**src/rtl/tcm3_gf2_mul_sequencer_pkg.sv**
```systemverilog
// tcm3_pkg: shared FSM encoding, sub-product pair order and limb-width helper for the GF(2) multiplier sequencer
package tcm3_pkg;
  typedef enum logic [1:0] {IDLE = 2'd0, RUN = 2'd1, DONE = 2'd2} state_t;
  // Pair k selects (i,j) = (PAIR_I[k], PAIR_J[k]); element 0 is the rightmost entry.
  localparam logic [8:0][1:0] PAIR_I = {2'd2, 2'd2, 2'd1, 2'd2, 2'd1, 2'd0, 2'd1, 2'd0, 2'd0};
  localparam logic [8:0][1:0] PAIR_J = {2'd2, 2'd1, 2'd2, 2'd0, 2'd1, 2'd2, 2'd0, 2'd1, 2'd0};
  localparam logic [3:0] LAST_PAIR = 4'd8;
  function automatic int lw(input int w);
    return (w + 2) / 3;
  endfunction
endpackage

```
**src/rtl/tcm3_gf2_mul_sequencer_mac.sv**
```systemverilog
// gf2_serial_mac: one shift-XOR step of a carry-less multiply
//  acc_i  running product
//  term_i b limb already shifted to its final bit position
//  bit_i  current multiplier bit of the a limb
//  acc_o  next running product
module gf2_serial_mac #(
  parameter int W = 342
) (
  input  logic [W-1:0] acc_i,
  input  logic [W-1:0] term_i,
  input  logic         bit_i,
  output logic [W-1:0] acc_o
);
  assign acc_o = bit_i ? acc_i ^ term_i : acc_i;
endmodule

```
**src/rtl/tcm3_gf2_mul_sequencer.sv**
```systemverilog
// tcm3_gf2_mul_sequencer: bit-serial 3-way split carry-less multiplier, nine limb products through one MAC
//  clk, rst             clock, asynchronous active-high reset
//  in_valid/in_ready    operand handshake; a, b operands
//  out_valid/out_ready  result handshake; c registered product
//  busy                 high in RUN or DONE
//  phase                current pair index while in RUN, else 0
module tcm3_gf2_mul_sequencer
  import tcm3_pkg::*;
#(
  parameter int A_W = 192,
  parameter int B_W = 150,
  localparam int L = lw(A_W),
  localparam int C_W = A_W + B_W
) (
  input  logic           clk,
  input  logic           rst,
  input  logic           in_valid,
  output logic           in_ready,
  input  logic [A_W-1:0] a,
  input  logic [B_W-1:0] b,
  output logic           out_valid,
  input  logic           out_ready,
  output logic [C_W-1:0] c,
  output logic           busy,
  output logic [3:0]     phase
);
  localparam int BIT_W = $clog2(L);
  state_t state_q, state_d;
  logic [3:0] k_q, k_d;
  logic [BIT_W-1:0] bit_q, bit_d;
  logic [A_W-1:0] a_q, a_d;
  logic [B_W-1:0] b_q, b_d;
  logic [C_W-1:0] acc_q, acc_d, c_q, c_d, acc_mac, term;
  logic [L-1:0] a_limb, b_limb;
  logic [1:0] li, lj;
  logic last_bit;
  // Shifting the operand down before truncating makes bits above A_W/B_W read as zero.
  always_comb begin
    li = PAIR_I[k_q];
    lj = PAIR_J[k_q];
    a_limb = L'(a_q >> (L * li));
    b_limb = L'(b_q >> (L * lj));
    term = C_W'(b_limb) << (L * (li + lj) + bit_q);
    last_bit = bit_q == BIT_W'(L - 1);
  end
  gf2_serial_mac #(.W(C_W)) u_mac (
    .acc_i (acc_q),
    .term_i(term),
    .bit_i (a_limb[bit_q]),
    .acc_o (acc_mac)
  );
  always_comb begin
    state_d = state_q;
    k_d = k_q;
    bit_d = bit_q;
    a_d = a_q;
    b_d = b_q;
    acc_d = acc_q;
    c_d = c_q;
    case (state_q)
      IDLE: if (in_valid) begin
        a_d = a;
        b_d = b;
        acc_d = '0;
        k_d = '0;
        bit_d = '0;
        state_d = RUN;
      end
      RUN: begin
        acc_d = acc_mac;
        bit_d = last_bit ? '0 : bit_q + 1'b1;
        k_d = last_bit ? k_q + 4'd1 : k_q;
        if (last_bit && k_q == LAST_PAIR) begin
          c_d = acc_mac;
          state_d = DONE;
        end
      end
      DONE: state_d = out_ready ? IDLE : DONE;
      default: state_d = IDLE;
    endcase
  end
  always_ff @(posedge clk or posedge rst) begin
    if (rst) begin
      state_q <= IDLE;
      k_q <= '0;
      bit_q <= '0;
      a_q <= '0;
      b_q <= '0;
      acc_q <= '0;
      c_q <= '0;
    end else begin
      state_q <= state_d;
      k_q <= k_d;
      bit_q <= bit_d;
      a_q <= a_d;
      b_q <= b_d;
      acc_q <= acc_d;
      c_q <= c_d;
    end
  end
  assign in_ready = state_q == IDLE;
  assign out_valid = state_q == DONE;
  assign busy = state_q != IDLE;
  assign phase = state_q == RUN ? k_q : 4'd0;
  assign c = c_q;
endmodule

```
**config.mk**
```make
export PLATFORM = sky130hd
export DESIGN_NAME = tcm3_gf2_mul_sequencer
export DESIGN_NICKNAME = d
export VERILOG_FILES = /design/src/rtl/tcm3_gf2_mul_sequencer_pkg.sv /design/src/rtl/tcm3_gf2_mul_sequencer_mac.sv /design/src/rtl/tcm3_gf2_mul_sequencer.sv
export SDC_FILE = /design/constraint.sdc
export NUM_CORES = 2
export LEC_CHECK = 0
export CORE_MARGIN = 2
export CORE_UTILIZATION = 55
export CTS_BUF_LIST = sky130_fd_sc_hd__clkbuf_16
export DETAILED_ROUTE_END_ITERATION = 10
export PLACE_DENSITY = 0.79
export SLEW_MARGIN = 20
export SYNTH_ARGS = -nofsm -noshare
export SYNTH_HDL_FRONTEND = slang
export SYNTH_SLANG_ARGS = --single-unit
```
**constraint.sdc**
```tcl
create_clock -name clk -period 87.5 [get_ports clk]
set_clock_uncertainty 0.2 [all_clocks]
set_input_delay 8.75 -clock clk [delete_from_list [all_inputs] [get_ports clk]]
set_output_delay 8.75 -clock clk [all_outputs]
set_load 0.01 [all_outputs]
```
Yosys cells after proc, flatten, opt, wreduce, memory -nomap -nowiden:

Memory sizes are Yosys's and may differ from the RTL's.
Cells that the tools add are included.

* input bits: 346
* logic and storage cells: 53
* bits in registers: 1038
* bits in read-only memories: 64
* latch bits: 0
* memories kept: 2
* RAM bits: 0

Memory list
* (name not given): words 16, bits a word 2, read ports 1, clocked after Yosys merged registers in 0, wr ports 0, RTL line tcm3_gf2_mul_sequencer.sv:40 `lj = PAIR_J[k_q];`
* (name not given): words 16, bits a word 2, read ports 1, clocked after Yosys merged registers in 0, wr ports 0, RTL line tcm3_gf2_mul_sequencer.sv:39 `li = PAIR_I[k_q];`

* $mul: 0
* order comparisons: 2
* reduce and logical (&&, ||, !) cells: 9
* shifts and indexed selects: 3
* equality and inequality tests: 7
* $add $sub $neg: 4
* div/mod/pow operators: 0
* muxes and demuxes: 18
* bitwise gates (word level): 1

Operators by type and width (count)
* 342-bit 2-to-1 mux: 2
* 342-bit one-hot mux with 2 select lines: 1
* 64-bit by 10-bit << shifter with 342-bit output: 1
* 342-bit bitwise XOR: 1
* 192-bit by 8-bit right shift with 64-bit output: 1
* 150-bit by 8-bit right shift with 64-bit output: 1
* 4-bit 2-to-1 mux: 3
* 6-bit 2-to-1 mux: 2
* 6-bit one-hot mux with 2 select lines: 1
* 9-bit by 6-bit adder with 10-bit output: 1
* 2-bit 2-to-1 mux: 5
* 4-bit one-hot mux with 2 select lines: 1
* 2-bit AND reduction: 4
* 6-bit by 7-bit < comparator with 1-bit output, second input constant: 1
* 6-bit by 1-bit adder with 6-bit output, second input constant: 1
* 1-bit binary-select mux with 6-bit select: 1
* 6-bit == test, second input constant: 1
* 2-bit != test, second input constant: 3
* 2-bit one-hot mux with 3 select lines: 1
* 4-bit by 5-bit < comparator with 1-bit output, second input constant: 1
* 4-bit by 1-bit adder with 4-bit output, second input constant: 1
* 4-bit == test, second input constant: 1
* 2-bit nonzero test: 2
* 2-bit by 2-bit adder with 3-bit output: 1
* 6 further kinds: 6

Depth between registers and ports, before layout:

* word-level depth: 8
* gate-level depth with buffers: 20
* mapped depth without buffers: 15

By module:

A second synthesis with hierarchy kept.

* cell total of the unflattened synthesis: 7022
* area, all modules: 57047.2 µm²

By module, submodules not included
* tcm3_gf2_mul_sequencer: cells each 6300, times used 1, area an instance 52381.5 µm², seq. area each 25974.9 µm²
* gf2_serial_mac: cells each 722, times used 1, area an instance 4665.7 µm², seq. area each 0.0 µm²

Least setup slack after synthesis:

Ideal clock, no wire load.

* path type: in2reg
* start point: in in_valid
* end point: reg acc_q[185]
* data arrival time: 10.265 ns
* required time: 87.217 ns
* library setup time: 0.083 ns
* path buffers: 4
* stages: 8
* setup slack: 76.953 ns
* cells stage by stage: and2_1 clkbuf_1 nor2_1 clkbuf_1 clkbuf_1 buf_1 a21oi_1 o21ai_0

* cells in the longest elaborated chain, start to end: 2

RTL lines
* start, declared: RTL line tcm3_gf2_mul_sequencer.sv:17 `input logic in_valid,`
* 2-bit != test (no source line)
* 2-bit AND reduction (no source line)
* end signal, assigned: RTL line tcm3_gf2_mul_sequencer.sv:89 `acc_q <= '0;`
* end signal, assigned: RTL line tcm3_gf2_mul_sequencer.sv:97 `acc_q <= acc_d;`
* end, declared: RTL line tcm3_gf2_mul_sequencer.sv:33 `logic [C_W-1:0] acc_q, acc_d, c_q, c_d, acc_mac, term;`

No other way between the ends.
A chain may end at the register's enable or synchronous reset.

==> implementation parameters <==
Parameter                              Value

STA
  Number of endpoints failing setup at the final stage ... 0
  Fin crit period ... 12.08 ns
  Unrepaired setup endpoints after global routing ... false
  Max-slew violations ... 0
  Part of the cycle the worst path needs ... 0.138
  Setup TNS Final ... 0 ns
  Actual slew at the worst max-slew pin ... between 1 and 1.5 ns
  Worst relative slew slack ... 0.101
  Maximum frequency from static timing analysis ... 82.8 MHz
  Final hold violation count ... 0

Setup path
  Crit path DAT ... 12.60 ns
  Startpoint types ... input port
  Launch instance of the worst register-to-register path ... k_q[0]
  Critical path required time ... 88.02 ns
  Worst setup path class ... in -> async
  Critical Path Start ... rst
  Critical-path cell with the highest stage delay ... buf_4
  Most common cell on crit path ... buf_12
  Highest fanout seen on the critical path ... 182
  Worst setup EP type ... async pin
  Cells along the critical path ... clkdlybuf4s50_1 > inv_8 > buf_12 > buf_16 > buf_12 > buf_4
  Largest stage delay on the critical path ... 0.85 ns

Hold path
  Worst hold path type ... reg -> reg
  Hold Crit Start ... c[52]

Yosys
  Leading cell types by count after synthesis ... nand2_1, dfrtp_1, o21ai_0
  Synthesized instance count ... 6538
  Sequential fraction of the synthesis area ... 0.458
  Synth Area per Inst ... about 8.7 um2
  Adder and majority cell fraction of the synthesized area ... 0.00168
  Warnings from Yosys ... 0
  Synth Cell Area ... 56700 um2
  Post-synthesis mux area share ... 0.0831
  Biggest area contributors in the synthesized netlist ... dfrtp_1, nand2_1, o21ai_0
  Post-synthesis compound-gate area fraction ... 0.189
  Total of flip-flops plus latches after synthesis ... ~1000
  Top-area cell type share of the netlist area ... 0.458
  Fraction of synthesized cell area in xor and xnor cells ... 0.0229
  Synth unique cells ... approximately 100
  Main combinational cell family by area after synthesis ... simple AND/OR/NAND/NOR gates
  Predominant post-synthesis flop cell ... dfrtp_1
  Synth area leader ... dfrtp_1
  Ys async rst share ... 1.00
  Mapped Nets ... 6891
  EDFF count, synth ... 0
  Library cell with the highest instance count after synthesis ... nand2_1
  Synth Area in Simple Gates ... 0.203

Layout
  Layout cells sized above 1 ... 0.0783
  Final standard cell utilization of the core ... 0.666
  Reg area ... 26000 um2
  Layout filler cell count ... 8239
  Area growth from synthesis to final layout ... 19.8%
  Net count, final ... 7303
  Area of the multi-input gates ... between 20000 and 30000 um2

Clocking
  Clock tree from TritonCTS ... yes
  Number of CTS-inserted buffers ... roughly 110
  Quantity of gates resized following cts ... 0
  Sink Count ... 1038
  Hold-fix buffers at CTS ... 0
  Cell at the root of the clock tree ... clkbuf_16
  Max Buffers Root-to-Sink ... 3
  H-Tree Depth ... 3
  CTS clk-pin slew, worst paths ... 0.06 ns
  Clock latency on the worst-skew pair ... 0.74 ns
  Post-CTS repair timing setup buffer count ... 0

GRT
  Pin count of the biggest net entering global routing ... between 200 and 250
  Total gr overflow ... 0
  Tot GR Track Use ... 0.430
  Wire length of the first global-routing pass ... 343000 um
  Number of antenna violations at the first check in global routing ... 18
  Number of global-route vias before repair ... 53300

Die
  Core Region ... 102000 um2
  Starting density of the core ... 0.556
  Die Outline Area ... 106000 um2
  Standard-cell row count ... 117
  Width of the die ... approximately 330 um
  Vert. Die Dim ... 325 um
  I/O pin cnt ... just under 700

Run status
  Outcome ... finished clean

Routing
  Total length of routed wires ... 231000 um
  Number of vias after detailed routing ... 55500
  Met3 wire length ... 25900 um
  Final routed DRC violation total ... 0
  Routed length on met1 ... 82500 um
  Average vias per placed instance ... 6.59
  Number of iterations in the first detailed-routing pass ... 10
  Detail Route Antenna Nets ... 0
  Top sig layer ... met5
  Violation count after the first detailed-route iteration ... 8019
  WL/cell ... 27.4 um
  Length of routed met2 wiring ... between 100000 and 150000 um

Placed design
  Final estimated routing congestion in global placement ... 1.09
  Quantity of I/O buffers inserted on ports ... 694
  Final HPWL DP ... 163000 um

Power and ir drop
  Max VDD drop ... approximately 21 uV
  Power density over the cells ... 34.8 nW/um2
  Pwr Total ... 2360 uW
  Leak Pwr ... 0.0300 uW

Run
  Max Cap Violations ... 0
metal layers:
metal / track usage / vias up
met1: 0.536 / 26900
met4: 0.292 / 8
met2: 0.654 / 3740
li1: - / 23800
met5: 0 / -
met3: 0.118 / 1015
where the power goes:
group	switching (uW)	internal, uW
registers	102	594
logic	831	371
clock network	202	263
total	1130	1230
path summary, 6_finish.rpt:
kind,endpoint,slack [ns],cells after the start
worst max-delay path,b_q[48],75.42,6
worst min-delay path,c[52],0.27,2
worst max register to register,c[62],80.08,14
worst min register to register,c[52],0.27,2
max in group clk,phase[3],75.88,3
min in group asynchronous,a_q[46],8.30,2
flip-flops by register name (all words and copies together), names as in the netlist:
signal and count:
a_q 192, b_q 150, c 342, bit_q 6, state_q 2, k_q 4
acc_q 342
final cells by class:
cell class              instances  area share
diodes                         15    0.000553
clock buffers                 105      0.0387
clock inverters                87      0.0127
inverters                      92     0.00523
multi-input cells            4911       0.419
flip-flops and latches       1038       0.383
well taps                    1368      0.0252
repair buffers                802       0.116
per-stage QoR:
step	cell area (um2)	setup slack (ns)	hold WS [ns]	std cells
6_report	67900	75.42	0.266	8418
5_1_grt	67900	74.91	0.289	8414
4_1_cts	67800	75.43	0.269	8399
3_5_place_dp	64300	74.66	0.255	8207
3_3_place_gp	64300	74.66	0.253	8207
2_1_floorplan	56700	49.34	0.237	6538
cells in the final DEF (no fill, tap or decap), types with 67 or more instances in the layout:
cell type        synthesis  layout
xor2_1                  67      67
dfrtp_1               1038    1032
o22ai_1                 83      83
nor3_1                  73      73
xnor2_1                 81      81
inv_1                   86      97
o21ai_0                563     562
clkbuf_16                0     105
mux2i_1                125     125
nand2_1               2005    2002
nor2_1                 309     301
a21oi_1                254     254
clkdlybuf4s50_1          0     694
nand3_1                185     183
buf_4                   10      94
mux4_2                 125     125
kinds of logic after synthesis:
group / Yosys count
AND/OR/NAND/NOR: 2809
adder cells (fa/ha/maj): 7
buffers and inverters: 589
AO/OA/AOI/OAI: 1643
multiplexers: 304
XOR/XNOR: 148
flip-flops: 1038
critical path: cells and delay by family:
family / cells / cell delay (ns)
buffers and inverters: 6 / 3.34
No activity file was read; power rests on OpenSTA's default activity.
